## src/rtl/sys_defs_pkg.sv

```systemverilog
// Shared processor-wide definitions: data widths, physical register indexing,
// the EX->CO pipeline package, and the functional-unit count.
`ifndef NUM_FU
`define NUM_FU 3
`endif

package sys_defs;

    localparam int unsigned XLEN            = 32;
    localparam int unsigned PHYS_REG_IDX_SZ = 6;

    localparam logic [PHYS_REG_IDX_SZ-1:0] ZERO_REG = '0;

    typedef struct packed {
        logic [XLEN-1:0]            result;
        logic [XLEN-1:0]            NPC;
        logic                       take_branch;
        logic [PHYS_REG_IDX_SZ-1:0] dest_reg_idx;
        logic                       valid;
    } EX_CO_PACKAGE;

endpackage

```

## src/rtl/ex_co_arbiter_rr_arbiter.sv

```systemverilog
// Combinational round-robin arbiter: grants the first requester at or after ptr,
// wrapping modulo N. Shared with the reservation-station issue logic.
module rr_arbiter #(
    parameter int unsigned N = 3
) (
    input  logic [N-1:0]         req,
    input  logic [$clog2(N)-1:0] ptr,
    output logic [N-1:0]         gnt,
    output logic [$clog2(N)-1:0] gnt_idx,
    output logic                 gnt_valid
);

    localparam int unsigned PTR_W = $clog2(N);

    always_comb begin
        int unsigned idx;
        idx       = 0;
        gnt       = '0;
        gnt_idx   = '0;
        gnt_valid = 1'b0;
        for (int unsigned off = 0; off < N; off++) begin
            idx = (32'(ptr) + off) % N;
            if (!gnt_valid && req[idx]) begin
                gnt[idx]  = 1'b1;
                gnt_idx   = PTR_W'(idx);
                gnt_valid = 1'b1;
            end
        end
    end

endmodule

```

## src/rtl/ex_co_arbiter.sv

```systemverilog
// Execute-to-complete arbiter: one holding slot per functional unit, round-robin
// selection of one finished result per cycle into the registered EX_CO_PACKAGE.
module ex_co_arbiter
    import sys_defs::*;
#(
    parameter int unsigned NUM_FU = `NUM_FU
) (
    input  logic                          clock,
    input  logic                          reset,
    input  logic                          squash,
    input  logic [NUM_FU-1:0]             fu_valid,
    input  EX_CO_PACKAGE [NUM_FU-1:0]     fu_packet,
    output logic [NUM_FU-1:0]             fu_ready,
    output EX_CO_PACKAGE                  ex_co_reg,
    output logic [$clog2(NUM_FU+1)-1:0]   pending
);

    localparam int unsigned PTR_W = $clog2(NUM_FU);
    localparam int unsigned CNT_W = $clog2(NUM_FU+1);

    logic [NUM_FU-1:0]         slot_valid_q, slot_valid_d;
    EX_CO_PACKAGE [NUM_FU-1:0] slot_pkt_q,   slot_pkt_d;
    logic [PTR_W-1:0]          rr_ptr_q,     rr_ptr_d;
    EX_CO_PACKAGE              ex_co_q,      ex_co_d;

    logic [NUM_FU-1:0] gnt;
    logic [PTR_W-1:0]  gnt_idx;
    logic              gnt_valid;

    rr_arbiter #(
        .N (NUM_FU)
    ) u_rr_arbiter (
        .req       (slot_valid_q),
        .ptr       (rr_ptr_q),
        .gnt       (gnt),
        .gnt_idx   (gnt_idx),
        .gnt_valid (gnt_valid)
    );

    // A slot being drained this cycle can take a new result at the same edge.
    always_comb begin
        fu_ready = squash ? '1 : (~slot_valid_q | gnt);
    end

    always_comb begin
        pending = '0;
        for (int unsigned i = 0; i < NUM_FU; i++) begin
            pending = pending + CNT_W'(slot_valid_q[i]);
        end
    end

    always_comb begin
        slot_valid_d = slot_valid_q;
        slot_pkt_d   = slot_pkt_q;
        rr_ptr_d     = rr_ptr_q;
        ex_co_d      = '0;
        if (squash) begin
            slot_valid_d = '0;
            rr_ptr_d     = '0;
        end else begin
            for (int unsigned i = 0; i < NUM_FU; i++) begin
                if (fu_valid[i] && fu_ready[i]) begin
                    slot_valid_d[i] = 1'b1;
                    slot_pkt_d[i]   = fu_packet[i];
                end else if (gnt[i]) begin
                    slot_valid_d[i] = 1'b0;
                end
            end
            if (gnt_valid) begin
                ex_co_d       = slot_pkt_q[gnt_idx];
                ex_co_d.valid = 1'b1;
                rr_ptr_d      = (gnt_idx == PTR_W'(NUM_FU-1)) ? '0 : gnt_idx + 1'b1;
            end
        end
    end

    always_ff @(posedge clock or posedge reset) begin
        if (reset) begin
            slot_valid_q <= '0;
            slot_pkt_q   <= '0;
            rr_ptr_q     <= '0;
            ex_co_q      <= '0;
        end else begin
            slot_valid_q <= slot_valid_d;
            slot_pkt_q   <= slot_pkt_d;
            rr_ptr_q     <= rr_ptr_d;
            ex_co_q      <= ex_co_d;
        end
    end

    assign ex_co_reg = ex_co_q;

endmodule

```

## config.mk

```make
export PLATFORM = sky130hd
export DESIGN_NAME = ex_co_arbiter
export DESIGN_NICKNAME = d
export VERILOG_FILES = /design/src/rtl/sys_defs_pkg.sv /design/src/rtl/ex_co_arbiter_rr_arbiter.sv /design/src/rtl/ex_co_arbiter.sv
export SDC_FILE = /design/constraint.sdc
export NUM_CORES = 1
export LEC_CHECK = 0
export ABC_AREA = 1
export CELL_PAD_IN_SITES_DETAIL_PLACEMENT = 2
export CELL_PAD_IN_SITES_GLOBAL_PLACEMENT = 2
export CORE_AREA = 3 3 211 213
export CTS_CLUSTER_DIAMETER = 40
export DETAILED_ROUTE_END_ITERATION = 10
export DIE_AREA = 0 0 214 216
export HOLD_SLACK_MARGIN = 0.12
export PLACE_DENSITY = 0.87
export SYNTH_ARGS = -nofsm -noshare
export SYNTH_HDL_FRONTEND = slang
export SYNTH_SLANG_ARGS = --single-unit
```

## constraint.sdc

```tcl
create_clock -name clock -period 12.65 [get_ports clock]
set_clock_uncertainty 0.2 [all_clocks]
set_input_delay 2.53 -clock clock [delete_from_list [all_inputs] [get_ports clock]]
set_output_delay 2.53 -clock clock [all_outputs]
set_load 0.02 [all_outputs]
```

==> summary.txt, run 1 <==
Mapped Cells: 1489
port bufs: 295
#FFs+latches synth: 290
average size of a mapped cell: 8.269 um^2
post-CTS sizing: 0
DIE AREA: 46220 um^2
Post-CTS Setup Inserts: 0
Ports: 299
first-pass GRT wire length: 81610 um
Root Buffer: clkbuf_16
Async SR Flop Fraction: 100.0%
CP Cell Sequence: clkdlybuf4s50_1, inv_1, nand2_1, a21oi_1, o211ai_1, clkdlybuf4s50_1
Hold Buf Count CTS: 0
gpl congestion: 0.8082
number of synthesized flops with an enable pin: 0
crit share post-route: 57.59%
htree depth: 2
CTS clk-pin slew, worst paths: 50 ps
Max Slew Vio Count: 0
Final Hold Vio Count: 0
Post-Syn Area: 12310 um^2
DRT iter0 DRCs: 558
Die H: 216 um
post-route ant nets: 0
Cell variety after synth: 24
clock sink total: 290
most frequent CP cell: clkdlybuf4s50_1
sum of negative setup slack: 0 ps
Hold Path End: slot_pkt_q[175]
most frequent cell after synthesis: nand2_1
Synth Warn #: 0
die span in x: 214 um
Worst Setup Start Kind: primary input
FF-to-FF path depth: 13
Area Overhead vs Synth: 43.04%
WL per Instance: 21.74 um
RSZ-0062 raised after global routing: no
Tmin final: 7285 ps
Tot GR Track Use: 22.78%
number of CTS-inserted buffers: 53
Vias: 11510
DRC violations left: 0
Slew @ Worst Pin: 1194 ps
nets: 1994
clock latency on the worst-skew pair: 570 ps
DR vias/cell: 4.797
R2R Setup Slk: 7780 ps
syn_nets: 1716
total gr overflow: 0
Hold Startpoint: slot_pkt_q[175]
Area contributors post-synth: dfrtp_1 (59%), nand2_1 (19%), nand3_1 (8.3%)
TritonRoute pass-1 iters: 5
kind of critical path: in -> out
worst reg2reg startpoint: rr_ptr_q[0]
endpoint class of the critical path: output pin
top post-synthesis cells by count: nand2_1 (609), dfrtp_1 (290), nand3_1 (204), inv_1 (112), nor2_1 (87)
DP HPWL: 31580 um
total routed wirelength: 52170 um
worst hold path type: reg -> reg
max reg flops: 213
Worst Hold Path Cells: 2
share of the synthesized area in the top cell type: 58.94%
crit-path max cell delay: 720 ps
RR Endpoint: ex_co_reg[29]
CP delay by family, top: buffers and inverters
Std-Cell Rows: 76
Pwr Density: 242.2 nW/um^2
Peak Freq: 0.1373 GHz
initial antenna violation count: 6
largest net degree at the start of global routing: 80
status: complete, no violations
Slew headroom: 20.23%
proportion of layout cells with a drive suffix above 1: 7.190%
CP max stage cell: clkdlybuf4s50_1
area leader, netlist: dfrtp_1
sequential-to-total area share from yosys stat: 58.94%
Initial Utilization: 28.71%
Overall Power: 0.004265 W
WP depth: 6
worst path required time: 9920 ps
Main synth FF type: dfrtp_1
CP Max Fanout: 6
final setup vio count: 0
VDD IR max: 0.1686 mV
worst path bufs/invs: 3
CTS tree: done
core area: 42890 um^2
Max Cap Viol: 0
clk buf depth: 3
critical path data arrival time: 4560 ps
number of global-route vias before repair: 13650
Lkg Pwr: 8.810 nW
through the flow:
stage / utilization (%) / instances / setup slack [ps] / instance area [um^2] / hold slack [ps]
after detailed placement: 36.75 / 2297 / 5358 / 15760 / 259.7
final: 41.06 / 2399 / 5365 / 17610 / 270.3
after floorplan: - / 1489 / 1914 / 12310 / 241.9
after global placement: 36.75 / 2297 / 5408 / 15760 / 253.0
after CTS: 41.03 / 2393 / 5342 / 17600 / 272.6
after global routing: 41.06 / 2399 / 5250 / 17610 / 283.5
layout by cell type, fill, tap and decap left out, types with 2 or more instances in the layout:
cell type / count
nand3_2: 2
clkbuf_16: 55
o21ai_1: 70
nand2_4: 2
nand4_1: 3
clkinvlp_4: 4
dfrtp_1: 290
nor2_1: 82
clkinv_2: 10
nand2_1: 605
clkbuf_1: 5
nand2_2: 7
ha_1: 4
nor2_4: 6
bufinv_16: 7
clkbuf_8: 4
o22ai_1: 2
nand3_1: 203
nor2_2: 2
inv_1: 111
inv_6: 3
buf_4: 14
diode_2: 6
clkdlybuf4s50_1: 295
inv_2: 4
a21oi_1: 4
clkinv_4: 8
kinds of logic (layout without fill, tap and decap cells):
family                     Yosys count  in the layout  share of synthesized area, %
buffers and inverters              202            521                         6.890
AOI/OAI and AO/OA                   79             79                         3.262
other                                0              6                             0
adders and majority gates            5              5                        0.5691
and+or+nand+nor                    913            913                         30.34
DFF                                290            290                         58.94
where the power goes:
group | switching (W) | internal, W
sequential | 0.000150 | 0.00120
clock | 0.000506 | 0.000959
combinational | 0.000992 | 0.000461
total | 0.00165 | 0.00262
per-layer routing:
metal | up-vias | global-route usage, % | wire [um]
met5 | - | 0 | 0
met4 | 0 | 8.328 | 1384
met3 | 87 | 3.985 | 2208
met2 | 285 | 41.40 | 27140
met1 | 5933 | 27.00 | 21440
li1 | 5202 | - | -
layout make-up:
| cell class | count | area, um^2 |
|---|---|---|
| Sequential cell | 290 | 7257 |
| Clock buffer | 64 | 1450 |
| Multi-Input combinational cell | 997 | 4269 |
| Inverter | 116 | 442.9 |
| Timing Repair Buffer | 309 | 3058 |
| Tap cell | 585 | 732.0 |
| Antenna cell | 6 | 15.01 |
| Clock inverter | 32 | 386.6 |
| Fill cell | 4666 | 25280 |
worst reg2reg max path: cells and delay by family, from the launching register on:
family | cells | cell delay [ps]
fa+ha+maj | 1 | 440
buf+inv | 4 | 1030
flops | 1 | 380
simple gates | 8 | 2750
how the worst max path moves through the flow:
stage,startpoint,end
floorplan,reset,ex_co_reg[0]
global placement,squash,fu_ready[0]
detailed placement,squash,fu_ready[0]
CTS,squash,fu_ready[0]
global route,squash,fu_ready[0]
finish,squash,fu_ready[0]
Note: power is estimated with default switching activity, not from simulation.
==> run 2, diff against run 1 <==
==> constraint.sdc (replaced) <==
create_clock -name clock -period 6.9 [get_ports clock]
set_clock_uncertainty 0.2 [all_clocks]
set_input_delay 1.38 -clock clock [delete_from_list [all_inputs] [get_ports clock]]
set_output_delay 1.38 -clock clock [all_outputs]
set_load 0.02 [all_outputs]
==> run 2 against run 1 <==
Compared with the run above: sequential share of layout area down 0.18 points; worst setup slack worse by 3500 ps; worst hold slack about the same.
==> summary.txt, run 2 (synthesis results as in run 1) <==
DRT iter0 DRCs: 620 (+11%)
sum of negative setup slack: 0 ps (unchanged)
total routed wirelength: 54130 um (+3.8%)
Hold Buf Count CTS: 0 (unchanged)
post-route ant nets: 0 (unchanged)
worst hold path type: reg -> reg
Vias: 11670 (+1.4%)
DRC violations left: 0 (unchanged)
most frequent CP cell: clkdlybuf4s50_1
Post-CTS Setup Inserts: 0 (unchanged)
DR vias/cell: 4.868 (+1.5%)
clock latency on the worst-skew pair: 580 ps (about the same)
worst path required time: 5320 ps (-4600 ps)
proportion of layout cells with a drive suffix above 1: 7.348% (+0.16 points)
max reg flops: 213 (unchanged)
first-pass GRT wire length: 83190 um (+1.9%)
R2R Setup Slk: 2670 ps (-5110 ps)
core area: 42890 um^2 (unchanged)
number of global-route vias before repair: 13980 (+2.5%)
gpl congestion: 0.7817 (-3.3%)
CTS tree: done
Ports: 299 (unchanged)
Std-Cell Rows: 76 (unchanged)
cell area after layout: 17690 um^2 (+0.44%)
WL per Instance: 22.57 um (+3.8%)
Lkg Pwr: 8.824 nW (+0.16%)
DIE AREA: 46220 um^2 (unchanged)
Final Hold Vio Count: 0 (unchanged)
DP HPWL: 32150 um (+1.8%)
Max Cap Viol: 0 (unchanged)
number of CTS-inserted buffers: 54 (+1.9%)
Slew @ Worst Pin: 1218 ps (+24.78 ps)
CP startpoint: squash
Die H: 216 um (unchanged)
Tot GR Track Use: 23.37% (+0.59 points)
worst path bufs/invs: 3 (unchanged)
Peak Freq: 0.1983 GHz
worst reg2reg startpoint: rr_ptr_q[0]
initial antenna violation count: 4 (-2)
CP max stage cell: clkdlybuf4s50_1
nets: 1995 (+0.050%)
RSZ-0062 raised after global routing: no
Initial Utilization: 28.71% (unchanged)
port bufs: 295 (unchanged)
kind of critical path: in -> out
total gr overflow: 0 (unchanged)
status: complete, no violations
TritonRoute pass-1 iters: 5 (unchanged)
most frequent cells in the layout: nand2_1 (605), clkdlybuf4s50_1 (295), dfrtp_1 (290), nand3_1 (203), inv_1 (111)
RR Endpoint: ex_co_reg[20]
CTS clk-pin slew, worst paths: 50 ps (about the same)
CP delay by family, top: buffers and inverters
Pwr Density: 450.0 nW/um^2 (+86%)
crit-path max cell delay: 730 ps (about the same)
CP Capture Point: fu_ready[0]
VDD IR max: 0.2389 mV (+42%)
htree depth: 2 (unchanged)
critical path data arrival time: 3460 ps (-1100 ps)
crit share post-route: 73.09%
post-placement cell area: 15780 um^2 (+0.13%)
Max Slew Vio Count: 0 (unchanged)
Root Buffer: clkbuf_16
WP depth: 6 (unchanged)
CP Max Fanout: 6 (unchanged)
Worst Setup Start Kind: primary input
Slew headroom: 18.58% (-1.7 points)
final setup vio count: 0 (unchanged)
endpoint class of the critical path: output pin
Hold Startpoint: slot_pkt_q[165]
commonest non-fill, non-tap cell in the layout: nand2_1
CP Cell Sequence: clkdlybuf4s50_1, inv_1, nand2_1, a21oi_1, o211ai_1, clkdlybuf4s50_1
die span in x: 214 um (unchanged)
final core occ: 41.24% (+0.18 points)
FF-to-FF path depth: 12 (-1)
clock sink total: 290 (unchanged)
Area Overhead vs Synth: 43.67%
largest net degree at the start of global routing: 147 (+84%)
post-CTS sizing: 0 (unchanged)
non-filler cells, final: 2398 (-0.042%)
clk buf depth: 3 (unchanged)
Placed Cells incl. Taps: 2297 (unchanged)
Tmin final: 5043 ps
## run 2: cell count changes in the layout (fill, tap and decap cells not counted), moves of 2 or more
cell / previous run / this run
clkbuf_16: 55 / 57
buf_12: 0 / 2
buf_4: 14 / 12
inv_6: 3 / 7
diode_2: 6 / 3
clkinv_2: 10 / 5
clkinvlp_4: 4 / 9
## run 2: final cells by class
cell class	instances	area [um^2]
clock buffer	64	1483
sequential	290	7257
tap	585	732.0
timing repair buffer	309	3083
clock inverter	34	417.9
multi-input combinational	997	4269
inverter	116	439.2
fill	4627	25200
antenna	3	7.507
## run 2: routing by layer
metal,global-route usage (%),routed length [um],part of all wire [%],up-vias
met5,0,0,0,-
met3,4.083,2177,4.0,103
li1,-,-,-,5205
met2,43.54,28690,53,306
met4,9.355,1742,3.2,0
met1,26.48,21520,40,6059
## run 2: stage by stage
stage                     hold WS (ps)  power (W)  worst slack [ps]
after detailed placement         259.6   0.005191              1799
after CTS                        271.6   0.008081              1765
after floorplan                  241.9   0.003916              1473
after global routing             293.8   0.008425              1697
after global placement           253.9   0.005004              1856
final                            269.8   0.007959              1857
## run 2: power breakdown
group	total (W)	switching [W]	internal (W)	leakage [nW]
clock	0.00278	0.000976	0.00180	0.909
sequential	0.00247	0.000278	0.00219	3.67
combinational	0.00271	0.00185	0.000857	4.25
total	0.00796	0.00310	0.00486	8.82
## run 2: worst reg2reg max path, cell delays in order (launching register included)
cell     delay [ps]
dfrtp_1         380
inv_1           110
ha_1            420
inv_2           120
nand3_1         150
nand2_1         150
nand4_1         160
nand2_2          90
buf_4           590
inv_2           450
nor2_4          980
nand2_1         160
nand3_1         190
## run 2: worst min path at each step
stage / end / slack, ps / cells after the start
after detailed placement: slot_pkt_q[165] / 260 / 2
after floorplan: slot_pkt_q[13] / 240 / 2
after global placement: slot_pkt_q[188] / 250 / 2
final: slot_pkt_q[165] / 270 / 2
after global routing: slot_pkt_q[167] / 290 / 2
after CTS: slot_pkt_q[165] / 270 / 2
